==> config.mk <==
export PLATFORM = sky130hd
export DESIGN_NAME = acct_table_ctrl
export DESIGN_NICKNAME = d
export VERILOG_FILES = /design/src/rtl/acct_table_ctrl.sv
export SDC_FILE = /design/constraint.sdc
export NUM_CORES = 2
export LEC_CHECK = 0
export CORE_MARGIN = 10
export CORE_UTILIZATION = 49
export CTS_CLUSTER_DIAMETER = 30
export CTS_CLUSTER_SIZE = 40
export DETAILED_ROUTE_END_ITERATION = 8
export PLACE_DENSITY_LB_ADDON = 0.25
export SYNTH_ARGS = -nofsm -noshare
export SYNTH_HDL_FRONTEND = slang
export SYNTH_SLANG_ARGS = --single-unit
==> constraint.sdc <==
create_clock -name clk_i -period 21.9 [get_ports clk_i]
set_input_delay 5.475 -clock clk_i [delete_from_list [all_inputs] [get_ports clk_i]]
set_output_delay 5.475 -clock clk_i [all_outputs]
set_load 0.02 [all_outputs]
==> src/rtl/acct_table_ctrl.sv <==
// Access-control table: shadow entries are programmed over a single-cycle register port
// and copied atomically to the active bank (acc_ctrl_o) on commit, under per-group locks.
module acct_table_ctrl #(
   parameter int unsigned NB_PERIPHERALS = 9,
   parameter int unsigned ENTRY_W        = 32,
   parameter int unsigned GROUP_SIZE     = 3,
   parameter int unsigned ADDR_W         = 64,
   localparam int unsigned NB_GROUPS     = (NB_PERIPHERALS + GROUP_SIZE - 1) / GROUP_SIZE
) (
   input  logic                                clk_i,
   input  logic                                rst_i,
   input  logic                                acct_ctrl_i,
   input  logic [2*NB_GROUPS-1:0]              reglk_ctrl_i,
   input  logic                                req_i,
   input  logic                                we_i,
   input  logic [ADDR_W-1:0]                   addr_i,
   input  logic [63:0]                         wdata_i,
   output logic                                rvalid_o,
   output logic [63:0]                         rdata_o,
   output logic                                err_o,
   output logic [NB_PERIPHERALS*ENTRY_W-1:0]   acc_ctrl_o
);

   localparam logic [7:0] CMD_IDX    = 8'h80;
   localparam logic [7:0] STICKY_IDX = 8'h81;
   localparam logic [7:0] VIOL_IDX   = 8'h82;
   localparam logic [7:0] STATUS_IDX = 8'h83;

   logic [ENTRY_W-1:0]        shadow_q [NB_PERIPHERALS];
   logic [ENTRY_W-1:0]        shadow_d [NB_PERIPHERALS];
   logic [ENTRY_W-1:0]        active_q [NB_PERIPHERALS];
   logic [ENTRY_W-1:0]        active_d [NB_PERIPHERALS];
   logic [NB_GROUPS-1:0]      sticky_q, sticky_d;
   logic [15:0]               viol_q, viol_d;
   logic                      rvalid_q, rvalid_d;
   logic [63:0]               rdata_q, rdata_d;
   logic                      err_q, err_d;

   logic [NB_GROUPS-1:0]      wlock_grp;
   logic [NB_PERIPHERALS-1:0] wlock_ent, rlock_ent, diff_ent;
   logic [7:0]                word;
   logic                      pending;
   logic                      hit_shadow, sel_rlock, sel_wlock, viol;
   logic [ENTRY_W-1:0]        sel_data;
   logic                      unused_bits;

   assign word        = addr_i[10:3];
   assign pending     = |diff_ent;
   assign unused_bits = ^{addr_i, wdata_i};

   for (genvar gi = 0; gi < NB_GROUPS; gi++) begin : g_grp
      assign wlock_grp[gi] = reglk_ctrl_i[2*gi+1] | sticky_q[gi];
   end

   for (genvar gi = 0; gi < NB_PERIPHERALS; gi++) begin : g_ent
      assign wlock_ent[gi] = wlock_grp[gi / GROUP_SIZE];
      assign rlock_ent[gi] = reglk_ctrl_i[2*(gi / GROUP_SIZE)];
      assign diff_ent[gi]  = shadow_q[gi] != active_q[gi];
      assign acc_ctrl_o[gi*ENTRY_W +: ENTRY_W] = active_q[gi];
   end

   always_comb begin
      shadow_d   = shadow_q;
      active_d   = active_q;
      sticky_d   = sticky_q;
      viol_d     = viol_q;
      rvalid_d   = req_i;
      rdata_d    = '0;
      err_d      = 1'b0;
      viol       = 1'b0;
      hit_shadow = 1'b0;
      sel_rlock  = 1'b0;
      sel_wlock  = 1'b0;
      sel_data   = '0;

      for (int i = 0; i < NB_PERIPHERALS; i++) begin
         if (word == 8'(i)) begin
            hit_shadow = 1'b1;
            sel_rlock  = rlock_ent[i];
            sel_wlock  = wlock_ent[i];
            sel_data   = shadow_q[i];
         end
      end

      if (req_i) begin
         if (!acct_ctrl_i) begin
            err_d = 1'b1;
         end else if (hit_shadow) begin
            if (we_i) begin
               if (sel_wlock) begin
                  err_d = 1'b1;
                  viol  = 1'b1;
               end else begin
                  for (int i = 0; i < NB_PERIPHERALS; i++) begin
                     if (word == 8'(i)) shadow_d[i] = wdata_i[ENTRY_W-1:0];
                  end
               end
            end else if (sel_rlock) begin
               err_d = 1'b1;
               viol  = 1'b1;
            end else begin
               rdata_d[ENTRY_W-1:0] = sel_data;
            end
         end else begin
            case (word)
               CMD_IDX: begin
                  // Commit takes priority; locked groups keep both banks untouched.
                  if (we_i) begin
                     for (int i = 0; i < NB_PERIPHERALS; i++) begin
                        if (!wlock_ent[i]) begin
                           if (wdata_i[0])      active_d[i] = shadow_q[i];
                           else if (wdata_i[1]) shadow_d[i] = active_q[i];
                        end
                     end
                  end
               end
               STICKY_IDX: begin
                  if (we_i) sticky_d = sticky_q | wdata_i[NB_GROUPS-1:0];
                  else      rdata_d[NB_GROUPS-1:0] = sticky_q;
               end
               VIOL_IDX: begin
                  if (we_i) viol_d = '0;
                  else      rdata_d[15:0] = viol_q;
               end
               STATUS_IDX: begin
                  if (we_i) err_d = 1'b1;
                  else      rdata_d[0] = pending;
               end
               default: err_d = 1'b1;
            endcase
         end
      end

      if (viol && viol_q != 16'hFFFF) viol_d = viol_q + 16'd1;
   end

   always_ff @(posedge clk_i or posedge rst_i) begin
      if (rst_i) begin
         for (int i = 0; i < NB_PERIPHERALS; i++) begin
            shadow_q[i] <= '1;
            active_q[i] <= '1;
         end
         sticky_q <= '0;
         viol_q   <= '0;
         rvalid_q <= 1'b0;
         rdata_q  <= '0;
         err_q    <= 1'b0;
      end else begin
         shadow_q <= shadow_d;
         active_q <= active_d;
         sticky_q <= sticky_d;
         viol_q   <= viol_d;
         rvalid_q <= rvalid_d;
         rdata_q  <= rdata_d;
         err_q    <= err_d;
      end
   end

   assign rvalid_o = rvalid_q;
   assign rdata_o  = rdata_q;
   assign err_o    = err_q;

endmodule

==> metrics.cfg <==
[logic_synthesis]
synth_compound_area_share_pct = 14.9
ys_ff_latch = 629
ys_seq_area_share_pct = 52.4
synth_top_cell_by_area = dfstp_2
postSynth.asyncResetShare_pct = 100
synthTopCellsByArea = dfstp_2 (48%), mux2_2 (10%), xnor2_1 (5.4%)
synth-edff-count = 0
synth_xor_area_share_pct = 7.22
synth_flop_cell = dfstp_2
syn_avg_cell_area_um2 = 10.8
synth-simple-area-share_pct = 8.84
yosysUniqueCellTypes = 72
synth_top_area_share_pct = 48.2
synth_area_um2 = 31400
yosysWarningCount = 0
synth_cells = 2919
synth.area.mux_share_pct = 12.8
synth_top_family_by_area = compound AO/OA/AOI/OAI gates
synthAdderAreaFrac_pct = 0.0398

[clock_network]
ctsHoldBuffers = 0
clock_latency_ns = 0.73
cts_tree = built
cts_resized = 0
cts_max_path_buffers = 3
cts_max_level = 4
post_cts_buffers = 0
cts_root_buf = clkbuf_16
clk_pin_slew_worst_paths_ns = 0.04
cts_sinks = 629
cts_buffers = 144

[routing]
drt-initial-drc-count = 3821
drcViolationCount = 0
avgRoutedWirePerCell_um = 32.4
vias = 26800
first_pass_iters = 6
antenna_left = 0
postRouteWirelength_um = 137000
vias_per_cell = 6.32

[pwr]
leakagePower_uw = 0.0159
p_comb_share_pct = 2.8
p_seq_share_pct = 33.0
intPower_uw = 2810
p_sw_share_pct = 21.8
p_per_area_nw_per_um2 = 87.7
ir_drop_mv = 0.0767
pwr-share-clk_pct = 64.2
p_sw_uw = 782

[floorplanning]
start_util_pct = 49.6
die-area_um2 = 74600
die_w_um = 273
die_y_um = 273
core_um2 = 63300
rows = 92
ios = 493

[timing]
tightestPinTransition_ns = 1.35
fin_crit_sh_pct = 41.4
period_minus_slack_ns = 9.07
slew_violations = 0
finalWorstSetupSlack_ns = 12.83
max_freq_ghz = 0.110
setup-tns-final_ns = 0
setup_violations = 0
skew_ns = 0.0187
slew_headroom_pct = 9.86
grt_setup_unrepaired = false
hold_violations = 0

[critical_path]
reg2reg_setup_slack_ns = 18.47
startpoint_type = input port
cp.required_ns = 22.46
reg2reg_from = acc_ctrl_o[230]
arrival_ns = 9.62
path_max_fanout = 187
reg2reg_to = rdata_o[0]
path_class = input port to flop
critPathCaptureType = flop
reg2reg_depth = 6

[grt]
grt_pass1_vias = 26300
antenna_found_initial = 7
grt-ovfl-total = 0
grt_max_degree = 188
grt_pass1_wl_um = 193000
grtUsageTotal_pct = 35.8

[cells_and_area]
nNetsFinal = 3414
drive_gt1_share_pct = 35.1
fin_area_um2 = 40900
nFillCells = 4952
syn_to_final_growth_pct = 30.3

[placement]
placedInstanceArea_um2 = 35700
dpl.hpwl_um = 97000
place.gp.congestion = 0.980
numPortBuffers = 372
pre_cts_slack_ns = 12.22

[run]
maxCapViolations = 0

[min_path]
min-delay-start = shadow_q[19]
hp-class = flop to flop
min_delay_path_depth = 2
hold_path_end = shadow_q[19]

[outcome]
outcome = complete, no violations

[critical path, cell delays in order]
cell,delay (ns)
clkdlybuf4s50_1,0.45
or4_4,0.71
a21o_4,0.44
buf_12,0.31
nor2_1,0.50
nand2_1,0.90
a31oi_1,0.73
[per-stage QoR]
step                utilization [%]  hold slack, ns  std cells  power [uW]
floorplan                         -           0.450       2950        1250
global placement               56.4           0.470       3974        1290
detailed placement             56.4           0.480       3974        1300
CTS                            64.6           0.486       4237        3590
global route                   64.6           0.503       4237        3670
finish                         64.6           0.490       4238        3590
[routing by layer]
metal	share of wire, %	global-route usage [%]	up-vias
met5	0.039	0	-
met4	5.8	20.0	8
met3	12	11.0	354
met2	44	52.5	1746
met1	39	46.6	13600
li1	-	-	11100
[layout make-up]
cell class | instances | area, um2 | share of cell area [%]
antenna | 1 | 2.50 | 0.00611
clock buffer | 191 | 4030 | 9.85
clock inverter | 72 | 1160 | 2.83
inverter | 43 | 165 | 0.404
multi-input combinational | 2047 | 14000 | 34.3
sequential | 629 | 16500 | 40.2
tap | 846 | 1060 | 2.59
timing repair buffer | 409 | 4020 | 9.82
[cell usage in the layout (no fill, tap or decap), types with 22 or more instances in the layout]
master | netlist | layout
xnor2_1 | 194 | 194
a21oi_1 | 328 | 327
dfrtp_1 | 53 | 53
clkbuf_16 | 0 | 146
clkinv_2 | 0 | 22
nor4_1 | 37 | 37
clkbuf_1 | 127 | 24
clkdlybuf4s50_1 | 0 | 370
mux2i_1 | 38 | 38
nand4_1 | 64 | 64
conb_1 | 1 | 32
mux2_2 | 286 | 286
a211oi_1 | 28 | 28
dfstp_2 | 576 | 576
bufinv_16 | 0 | 27
xor2_1 | 65 | 65
inv_1 | 43 | 42
nor2_1 | 49 | 48
and2_1 | 35 | 35
o22ai_1 | 22 | 22
o21ai_0 | 294 | 293
buf_4 | 32 | 36
nand2_1 | 341 | 338
[flip-flops by register name, summed over array words and instances (netlist names)]
signal / count
rdata_o: 32
acc_ctrl_o: 288
viol_q: 16
sticky_q: 3
rvalid_o: 1
err_o: 1
shadow_q: 288
[how the worst max path moves through the flow]
stage,start,depth (start not counted),slack [ns],end
after floorplan,rst_i,1,8.31,err_o
after global placement,addr_i[8],7,12.24,rdata_o[30]
after detailed placement,addr_i[8],7,12.22,rdata_o[30]
after CTS,addr_i[8],7,12.96,rdata_o[30]
after global routing,addr_i[8],7,12.78,rdata_o[30]
final,addr_i[8],7,12.83,rdata_o[30]
[synth_stat cells (3+ instances only)]
| cell type | number |
|---|---|
| a2bb2oi_1 | 6 |
| nand2b_1 | 12 |
| nand2_1 | 341 |
| nor2b_1 | 7 |
| or3_1 | 5 |
| and4_1 | 3 |
| a222oi_1 | 8 |
| a22oi_1 | 15 |
| o2111ai_1 | 4 |
| clkbuf_1 | 127 |
| nor2_1 | 49 |
| mux2_2 | 286 |
| xnor2_1 | 194 |
| a221o_1 | 10 |
| buf_6 | 3 |
| buf_2 | 10 |
| xor2_1 | 65 |
| and2_1 | 35 |
| o2111ai_2 | 6 |
| dfrtp_1 | 53 |
| nor4_1 | 37 |
| o21ai_1 | 14 |
| nor3_1 | 21 |
| o211ai_1 | 7 |
| inv_1 | 43 |
| o21ai_0 | 294 |
| buf_4 | 32 |
| dfstp_2 | 576 |
| o221ai_1 | 6 |
| buf_1 | 59 |
| mux2i_1 | 38 |
| o2bb2ai_1 | 4 |
| a31oi_1 | 4 |
| a221oi_1 | 18 |
| nand4_1 | 64 |
| mux4_2 | 18 |
| and3_1 | 4 |
| a21o_1 | 7 |
| nand3_1 | 9 |
| a211oi_1 | 28 |
| a22o_1 | 10 |
| a21oi_1 | 328 |
| o22ai_1 | 22 |
[power by group through the flow]
stage,sequential [uW],combinational (uW),clock (uW)
final,1180,100,2310
after global routing,1180,106,2380
after CTS,1180,98.2,2310
after detailed placement,1200,97.7,0
after global placement,1200,96.3,0
after floorplan,1190,59.5,0
[logic make-up (layout without fill, tap and decap cells)]
logic type      count (synthesis)  after routing
simple gates                  600            600
flops                         629            629
xor+xnor                      259            259
buf+inv                       274            715
other cells                     1             33
mux                           344            344
compound gates                811            811
fa+ha+maj                       1              1
No activity file was read; power rests on OpenSTA's default activity.
